## config.mk

```make
export PLATFORM = sky130hd
export DESIGN_NAME = not_gate_bist_ctrl
export DESIGN_NICKNAME = d
export VERILOG_FILES = /design/src/rtl/not_gate_bist_ctrl.sv
export SDC_FILE = /design/constraint.sdc
export NUM_CORES = 1
export LEC_CHECK = 0
export CAP_MARGIN = 20
export CORE_MARGIN = 2
export CORE_UTILIZATION = 50
export CTS_CLUSTER_DIAMETER = 100
export DETAILED_ROUTE_END_ITERATION = 6
export HOLD_SLACK_MARGIN = 0.03
export MAX_ROUTING_LAYER = met4
export PLACE_DENSITY = 0.78
export SETUP_SLACK_MARGIN = 0.15
export SLEW_MARGIN = 25
export SYNTH_ARGS = -nofsm -noshare
export SYNTH_HDL_FRONTEND = slang
export SYNTH_SLANG_ARGS = --single-unit
export TNS_END_PERCENT = 100
```

## constraint.sdc

```tcl
create_clock -name clk -period 4.4 [get_ports clk]
set_clock_uncertainty 0.15 [all_clocks]
set_input_delay 0.66 -clock clk [delete_from_list [all_inputs] [get_ports clk]]
set_output_delay 0.66 -clock clk [all_outputs]
set_load 0.05 [all_outputs]
```

## src/rtl/not_gate_bist_ctrl.sv

```systemverilog
// not_gate_bist_ctrl
//   BIST sequencer for a single inverter cell. A start request walks the
//   inverter input through A=0 then A=1. Each vector is held SETTLE_CYCLES
//   cycles, and Z is sampled on the last cycle against the ideal ~A. The
//   result is a 2-bit stuck-at verdict that comes with a one-cycle done pulse.
//
// Parameters
//   SETTLE_CYCLES  hold time per vector before Z is sampled (1..255)
//   CNT_W          width of run_count / fail_count
//
// Ports
//   clk, rst_n     clock, synchronous active-low reset
//   start, abort   run request (taken only in IDLE), cancel of a run in progress
//   uut_a, uut_z   registered drive to the inverter input, inverter output
//   busy, done     not-IDLE flag, one-cycle completion pulse
//   verdict        {vector-1 mismatch, vector-0 mismatch}, held between runs
//   verdict_valid  set by the first completed run
//   run_count      completed runs, saturating
//   fail_count     runs with a nonzero verdict, saturating
//
// Build option
//   NOT_BIST_FAILCNT_EN  builds the fail counter; otherwise fail_count is 0
module not_gate_bist_ctrl #(
  parameter int SETTLE_CYCLES = 4,
  parameter int CNT_W         = 8
) (
  input  logic             clk,
  input  logic             rst_n,
  input  logic             start,
  input  logic             abort,
  output logic             uut_a,
  input  logic             uut_z,
  output logic             busy,
  output logic             done,
  output logic [1:0]       verdict,
  output logic             verdict_valid,
  output logic [CNT_W-1:0] run_count,
  output logic [CNT_W-1:0] fail_count
);

  typedef enum logic [1:0] {IDLE, APPLY0, APPLY1, REPORT} state_t;

  localparam logic [7:0] SETTLE_LD = 8'(SETTLE_CYCLES - 1);

  state_t     state, state_nxt;
  logic [7:0] cnt, cnt_nxt;
  logic       mis0, mis0_nxt;
  logic       rpt_load;   // APPLY1 -> REPORT: latch the verdict and count the run
  logic [1:0] verdict_new;

  // Vector 1 expects Z=0. Its mismatch is folded straight into the verdict,
  // so it does not need a register of its own.
  assign verdict_new = {uut_z != 1'b0, mis0};

  always_comb begin
    state_nxt = state;
    cnt_nxt   = cnt;
    mis0_nxt  = mis0;
    rpt_load  = 1'b0;
    case (state)
      IDLE: begin
        if (start && !abort) begin
          state_nxt = APPLY0;
          cnt_nxt   = SETTLE_LD;
        end
      end
      APPLY0: begin
        if (abort) begin
          state_nxt = IDLE;
        end else if (cnt == 8'd0) begin
          mis0_nxt  = (uut_z != 1'b1);
          cnt_nxt   = SETTLE_LD;
          state_nxt = APPLY1;
        end else begin
          cnt_nxt = cnt - 8'd1;
        end
      end
      APPLY1: begin
        if (abort) begin
          state_nxt = IDLE;
        end else if (cnt == 8'd0) begin
          rpt_load  = 1'b1;
          state_nxt = REPORT;
        end else begin
          cnt_nxt = cnt - 8'd1;
        end
      end
      REPORT: state_nxt = IDLE;   // abort is ignored here
      default: state_nxt = IDLE;
    endcase
  end

  assign busy = (state != IDLE);
  assign done = (state == REPORT);

  always_ff @(posedge clk) begin
    if (!rst_n) begin
      state         <= IDLE;
      cnt           <= 8'd0;
      mis0          <= 1'b0;
      uut_a         <= 1'b0;
      verdict       <= 2'b00;
      verdict_valid <= 1'b0;
      run_count     <= '0;
    end else begin
      state <= state_nxt;
      cnt   <= cnt_nxt;
      mis0  <= mis0_nxt;
      // uut_a is driven from the next state, so A=1 lines up exactly with
      // the APPLY1 cycles and is a clean flop output toward the cell.
      uut_a <= (state_nxt == APPLY1);
      if (rpt_load) begin
        verdict       <= verdict_new;
        verdict_valid <= 1'b1;
        if (!(&run_count)) run_count <= run_count + CNT_W'(1);
      end
    end
  end

`ifdef NOT_BIST_FAILCNT_EN
  always_ff @(posedge clk) begin
    if (!rst_n) begin
      fail_count <= '0;
    end else if (rpt_load && (verdict_new != 2'b00) && !(&fail_count)) begin
      fail_count <= fail_count + CNT_W'(1);
    end
  end
`else
  assign fail_count = '0;
`endif

endmodule

```

==> out/qor.txt, run 1 <==
Worst VDD drop - 0.0002235 V
Status - finished, final reports clean
Setup Buffers After CTS - 0
Clock Sinks - 23
Pins over their slew limit - 0
Synthesis-to-layout area growth - 12.92%
Die ar. - 0.003269 mm²
Initial DRC Count - 67
LEAKAGE - 0.0005580 µW
Unrepaired setup endpoints after global routing - no
Final WS setup - 1.566 ns
Cell Area, Synth - 0.001414 mm²
Routed vias/inst - 6.083
Synth unique cells - 43
Clock Latency Late Sink - 0.32 ns
Total Routing Usage GR - 19.67%
Final worst path period share - 64.41%
Ant. Diodes - 0
Router iterations before antenna repair - 4
Global-route wire length before repair - 5.133 mm
FP Rows - 19
CTS tree - yes
Residual DRC - 0
WP data arrival - 2.02 ns
Routed wire per std cell - 13.85 µm
Placer Congestion - 0.9651
Place WS - 1.587 ns
Overflow left after global routing - 0
Critical path class - reg -> out
Syn. warnings - 0
Fillers - 261
CP startpoint kind - flop
Largest net degree at the start of global routing - 20
Syn Area/Cell - 8.220 µm²
Post-CTS Hold Buffers - 0
Critical path fanouts, max - 5
Hpwl dp - 2.186 mm
Final nets - 199
Gate Count Post-Synth - 172
Async S/R FF share, synth - 0%
Critical Path Sink Type - output pin
Flops & latches, synth - 23
Via count - 1320
Count of input and output buffers - 18
Routed Antenna Nets - 0
Worst-Margin Slew - 0.8182 ns
CTS Buffer Depth - 2
Fin crit period - 2.834 ns
Antenna violations before repair - 0
Worst rel slew slack - 45.16%
Setup TNS Final - 0 ns
Initial Util - 52.17%
Core area - 0.002710 mm²
Primary FF master, synth - dfxtp_1
Die H - 57.18 µm
Max Cap Viol - 0
Final wirelength - 3.006 mm
Final Hold Violating Endpoints - 0
# setup viols final - 0
Post-CTS Resized - 0
Layout cell share with drive strength beyond 1 - 4.839%
Max H-tree Level - 1
Sequential area share after synthesis - 32.57%
Worst hold path type - reg -> reg
Root Driver - clkbuf_4
CTS buffer count - 3
FMAX - 352.9 MHz
PwrDens - 288.5 mW/mm²
CTS clk-pin slew, worst paths - 0.13 ns
EDFF count, synth - 0
I/O pins - 27
Vias in the first global route - 1144
Chip width - 57.18 µm
Worst Path Required - 3.59 ns
==> through the flow <==
stage / instance area [µm²] / std cells / hold WS, ns / util (%) / power (µW)
2_1_floorplan: 1440 / 179 / 0.3109 / - / 343.4
3_3_place_gp: 1569 / 213 / 0.2890 / 57.89 / 364.4
3_5_place_dp: 1569 / 213 / 0.2973 / 57.89 / 364.9
4_1_cts: 1597 / 217 / 0.3148 / 58.91 / 463.7
5_1_grt: 1597 / 217 / 0.3400 / 58.91 / 490.7
6_report: 1597 / 217 / 0.3050 / 58.91 / 460.5
==> registers in the layout, indices dropped and copies added, names as in the netlist <==
register,count
mis0,1
uut_a,1
verdict_valid,1
verdict,2
state,2
run_count,8
cnt,8
==> worst max-delay path, cell delays in order, from the launching register on <==
cell             delay [ns]
dfxtp_1                0.42
inv_1                  0.08
ha_1                   0.25
inv_1                  0.13
clkdlybuf4s50_1        0.81
==> cells in the final DEF, fill, tap and decap left out, drive strengths merged, types with 2 or more instances in the layout <==
cell           count
nand3             10
ha                 7
or4                3
nor4               2
o211ai             2
o31ai              3
mux2i              3
a311oi             2
o21ai              9
nor2b              4
clkinv             2
nor3               7
a21oi             13
or3                5
conb               8
clkdlybuf4s50     18
and3               2
nand2b             2
a31oi              6
dfxtp             23
nor4b              2
nand2             11
clkbuf             3
nor2               9
o311ai             3
nand4              5
inv                9
o41ai              2
==> kinds of logic after synthesis <==
logic type | synth area share [%]
muxes | 2.124
AOI/OAI and AO/OA | 21.42
and+or+nand+nor | 28.41
buffers and inverters | 9.026
other | 0.2652
DFF | 32.57
adders and majority gates | 6.194
==> area by class of cell <==
cell class | count | area (µm²) | area share, %
Inverter | 10 | 37.54 | 2.351
Multi-Input combinational cell | 131 | 852.1 | 53.37
Clock inverter | 1 | 5.005 | 0.3135
Tap cell | 31 | 38.79 | 2.429
Sequential cell | 23 | 460.4 | 28.84
Timing Repair Buffer | 18 | 180.2 | 11.29
Clock buffer | 3 | 22.52 | 1.411
==> worst paths after layout <==
kind                                    start            end  slack (ns)  cells after the start
worst min-delay path            verdict_valid  verdict_valid        0.31                      2
worst max-delay path                 state[0]           busy        1.57                      4
worst max register to register         cnt[0]   run_count[6]        1.84                      6
worst min register to register  verdict_valid  verdict_valid        0.31                      2
==> report_power, final <==
part | internal [µW] | switching [µW]
combinational | 48.5 | 92.5
sequential | 215 | 7.07
clock | 34.0 | 63.3
==> cell usage after synthesis (all sizes together), types with 2 or more instances <==
| cell type | n | share of area (%) |
|---|---|---|
| o31ai | 3 | 1.6 |
| nor4 | 2 | 0.88 |
| nand3 | 10 | 3.5 |
| nand4 | 5 | 2.2 |
| nor2b | 4 | 1.8 |
| o21ai | 9 | 3.2 |
| and3 | 2 | 0.88 |
| nand2 | 11 | 2.9 |
| ha | 7 | 6.2 |
| or4 | 3 | 1.6 |
| a21oi | 13 | 4.6 |
| o311ai | 3 | 1.9 |
| or3 | 5 | 2.2 |
| a31oi | 6 | 3.1 |
| nand2b | 2 | 0.88 |
| o211ai | 2 | 1.1 |
| nor2 | 9 | 2.4 |
| buf | 11 | 5.3 |
| inv | 9 | 2.4 |
| nor3 | 7 | 2.8 |
| nor4b | 2 | 2.3 |
| mux2i | 3 | 2.1 |
| clkbuf | 4 | 1.1 |
| dfxtp | 23 | 33 |
| o41ai | 2 | 1.2 |
| a311oi | 2 | 1.2 |
==> layer usage <==
layer,vias up,track usage [%],routed length (µm)
met5,-,-,0
met4,0,4.651,42
met3,6,4.308,162
met2,36,30.38,1381
met1,625,26.41,1419
li1,653,-,-
No activity file was read; power rests on OpenSTA's default activity.
==> inputs of run 2 (changes only) <==
==> constraint.sdc (replaced) <==
create_clock -name clk -period 2.75 [get_ports clk]
set_clock_uncertainty 0.15 [all_clocks]
set_input_delay 0.4125 -clock clk [delete_from_list [all_inputs] [get_ports clk]]
set_output_delay 0.4125 -clock clk [all_outputs]
set_load 0.05 [all_outputs]
==> run 2 against run 1 <==
Net effect: clock power increased by 70%; non-clock buffer count is 4 higher; sequential share of layout area shrank 0.58 points; first-iteration DRC count down 12%; via count up 3.5%; power up 65%; final cell count grew 1.8%; flip-flop and latch count unchanged; die area is the same; utilization is 1.2 points higher; highest routed layer unchanged.
==> out/qor.txt, run 2 (synthesis gave the netlist of run 1 again) <==
Placed cell count - 217 (+1.9%)
Max incr delay on CP - 0.79 ns (-0.02 ns)
Place WS - 0.5036 ns (-1.083 ns)
Ant. Diodes - 0 (unchanged)
Routed Antenna Nets - 0 (unchanged)
Cell family with most CP delay - buffers and inverters
Initial Util - 52.17% (unchanged)
Worst rel slew slack - 56.19% (+11 points)
Grt met3 use - 4.082% (-0.23 points)
Placer Congestion - 0.9392 (-2.7%)
# setup viols final - 0 (unchanged)
Count of input and output buffers - 18 (unchanged)
Non-Filler Instances - 221 (+1.8%)
CP startpoint kind - flop
Routed vias/inst - 6.181 (+1.6%)
Final WS setup - 0.4978 ns (-1.068 ns)
Routed wire per std cell - 14.78 µm (+6.7%)
Unrepaired setup endpoints after global routing - no
Commonest non-fill, non-tap cell in the layout - dfxtp_1
Synthesis-to-layout area growth - 15.22%
Core area - 0.002710 mm² (unchanged)
Worst Path Required - 2.19 ns (-1.40 ns)
Initial DRC Count - 59 (-12%)
Most frequent cells in the layout - 23 x dfxtp_1, 17 x clkdlybuf4s50_1, 13 x a21oi_1
Overflow left after global routing - 0 (unchanged)
Root Driver - clkbuf_4
Crit path depth - 2 (-2)
Crit-path cells - ha_1, clkdlybuf4s50_1
I/O pins - 27 (unchanged)
PwrDens - 465.4 mW/mm² (+61%)
GRT busiest layer - met2
CTS buffer count - 3 (unchanged)
Router iterations before antenna repair - 4 (unchanged)
Layout cell share with drive strength beyond 1 - 6.842% (+2.0 points)
M2 GR Usage - 31.69% (+1.3 points)
Critical path fanouts, max - 4 (-1)
Worst hold path type - reg -> reg
Final Cell Area - 0.001629 mm² (+2.0%)
Antenna violations before repair - 0 (unchanged)
Global-route wire length before repair - 5.368 mm (+4.6%)
Worst VDD drop - 0.0003164 V (+42%)
Final nets - 203 (+2.0%)
Pins over their slew limit - 0 (unchanged)
FP Rows - 19 (unchanged)
Hpwl dp - 2.376 mm (+8.7%)
WHS Path Cells - 2 (unchanged)
Clock Sinks - 23 (unchanged)
Via count - 1366 (+3.5%)
Die H - 57.18 µm (unchanged)
FF-to-FF path depth - 6 (unchanged)
Total Routing Usage GR - 21.14% (+1.5 points)
Fillers - 246 (-5.7%)
Vias in the first global route - 1222 (+6.8%)
Bufs and invs on worst path - 1 (-2)
Status - finished, final reports clean
Fin crit period - 2.252 ns
Max Cap Viol - 0 (unchanged)
Chip width - 57.18 µm (unchanged)
Residual DRC - 0 (unchanged)
CTS Buffer Depth - 2 (unchanged)
Critical path class - reg -> out
Critical Path Sink Type - output pin
Final Hold Violating Endpoints - 0 (unchanged)
Final worst path period share - 81.90%
Largest net degree at the start of global routing - 20 (unchanged)
Worst-Margin Slew - 0.6522 ns (-0.1660 ns)
CTS clk-pin slew, worst paths - 0.14 ns (about the same)
Final Power - 758.1 µW (+65%)
Max H-tree Level - 1 (unchanged)
Met1 GRT Util - 27.02% (+0.60 points)
Post-DP Area - 0.001599 mm² (+1.9%)
FMAX - 444.0 MHz
WP data arrival - 1.69 ns (-0.33 ns)
Largest regs - cnt x8, run_count x8
Setup TNS Final - 0 ns (unchanged)
Final wirelength - 3.266 mm (+8.6%)
Die ar. - 0.003269 mm² (unchanged)
Clock Latency Late Sink - 0.32 ns (about the same)
LEAKAGE - 0.0005916 µW (+6.0%)
CTS tree - yes
CP max stage cell - clkdlybuf4s50_1
## run 2: cell types whose count changed in the layout (fill, tap and decap cells not counted), sizes merged
cell           previous run  this run
dlymetal6s2s              0         1
buf                       0         4
clkdlybuf4s50            18        17
## run 2: path summary, 6_finish.rpt
check	slack, ns	to	startpoint
setup / recovery	0.50	done	state[1]
hold reg to reg	0.31	verdict_valid	verdict_valid
hold / removal	0.31	verdict_valid	verdict_valid
setup reg to reg	0.54	run_count[5]	cnt[0]
## run 2: final cells by class
cell class              instances  area, µm²  share of cell area (%)
clock inverters                 1      5.005                  0.3072
flip-flops and latches         23      460.4                   28.26
multi-input cells             131      852.1                   52.30
inverters                      10      37.54                   2.304
well taps                      31      38.79                   2.381
clock buffers                   3      22.52                   1.382
repair buffers                 22      212.7                   13.06
## run 2: power by group
part	internal (µW)	leakage, µW	switching, µW	total [µW]
clock	54.5	0.0000177	110	165
sequential	344	0.000186	11.1	356
combinational	85.0	0.000388	153	238
total	484	0.000592	274	758
## run 2: through the flow
step	util (%)	hold WS [ns]
2_1_floorplan	-	0.3109
3_3_place_gp	59.00	0.2900
3_5_place_dp	59.00	0.2961
4_1_cts	60.02	0.3147
5_1_grt	60.11	0.3305
6_report	60.11	0.3087
## run 2: timing repair
item                       in CTS  in global routing
hold endpoints to repair        0                  0
setup endpoints to repair       0                  1
resized for setup               0                  1
hold buffers                    0                  0
setup buffers                   0                  0
## run 2: metal layers
metal  wire [µm]  up-vias  part of all wire [%]
met2        1548       49                    47
met4          70        0                   2.1
met5           0        -                     0
met3         208        9                   6.4
met1        1439      648                    44
li1            -      660                     -
## run 2: worst min-delay path, cell delays in order (launching register included)
cell     delay (ns)
dfxtp_1        0.33
inv_1          0.05
a21oi_1        0.05
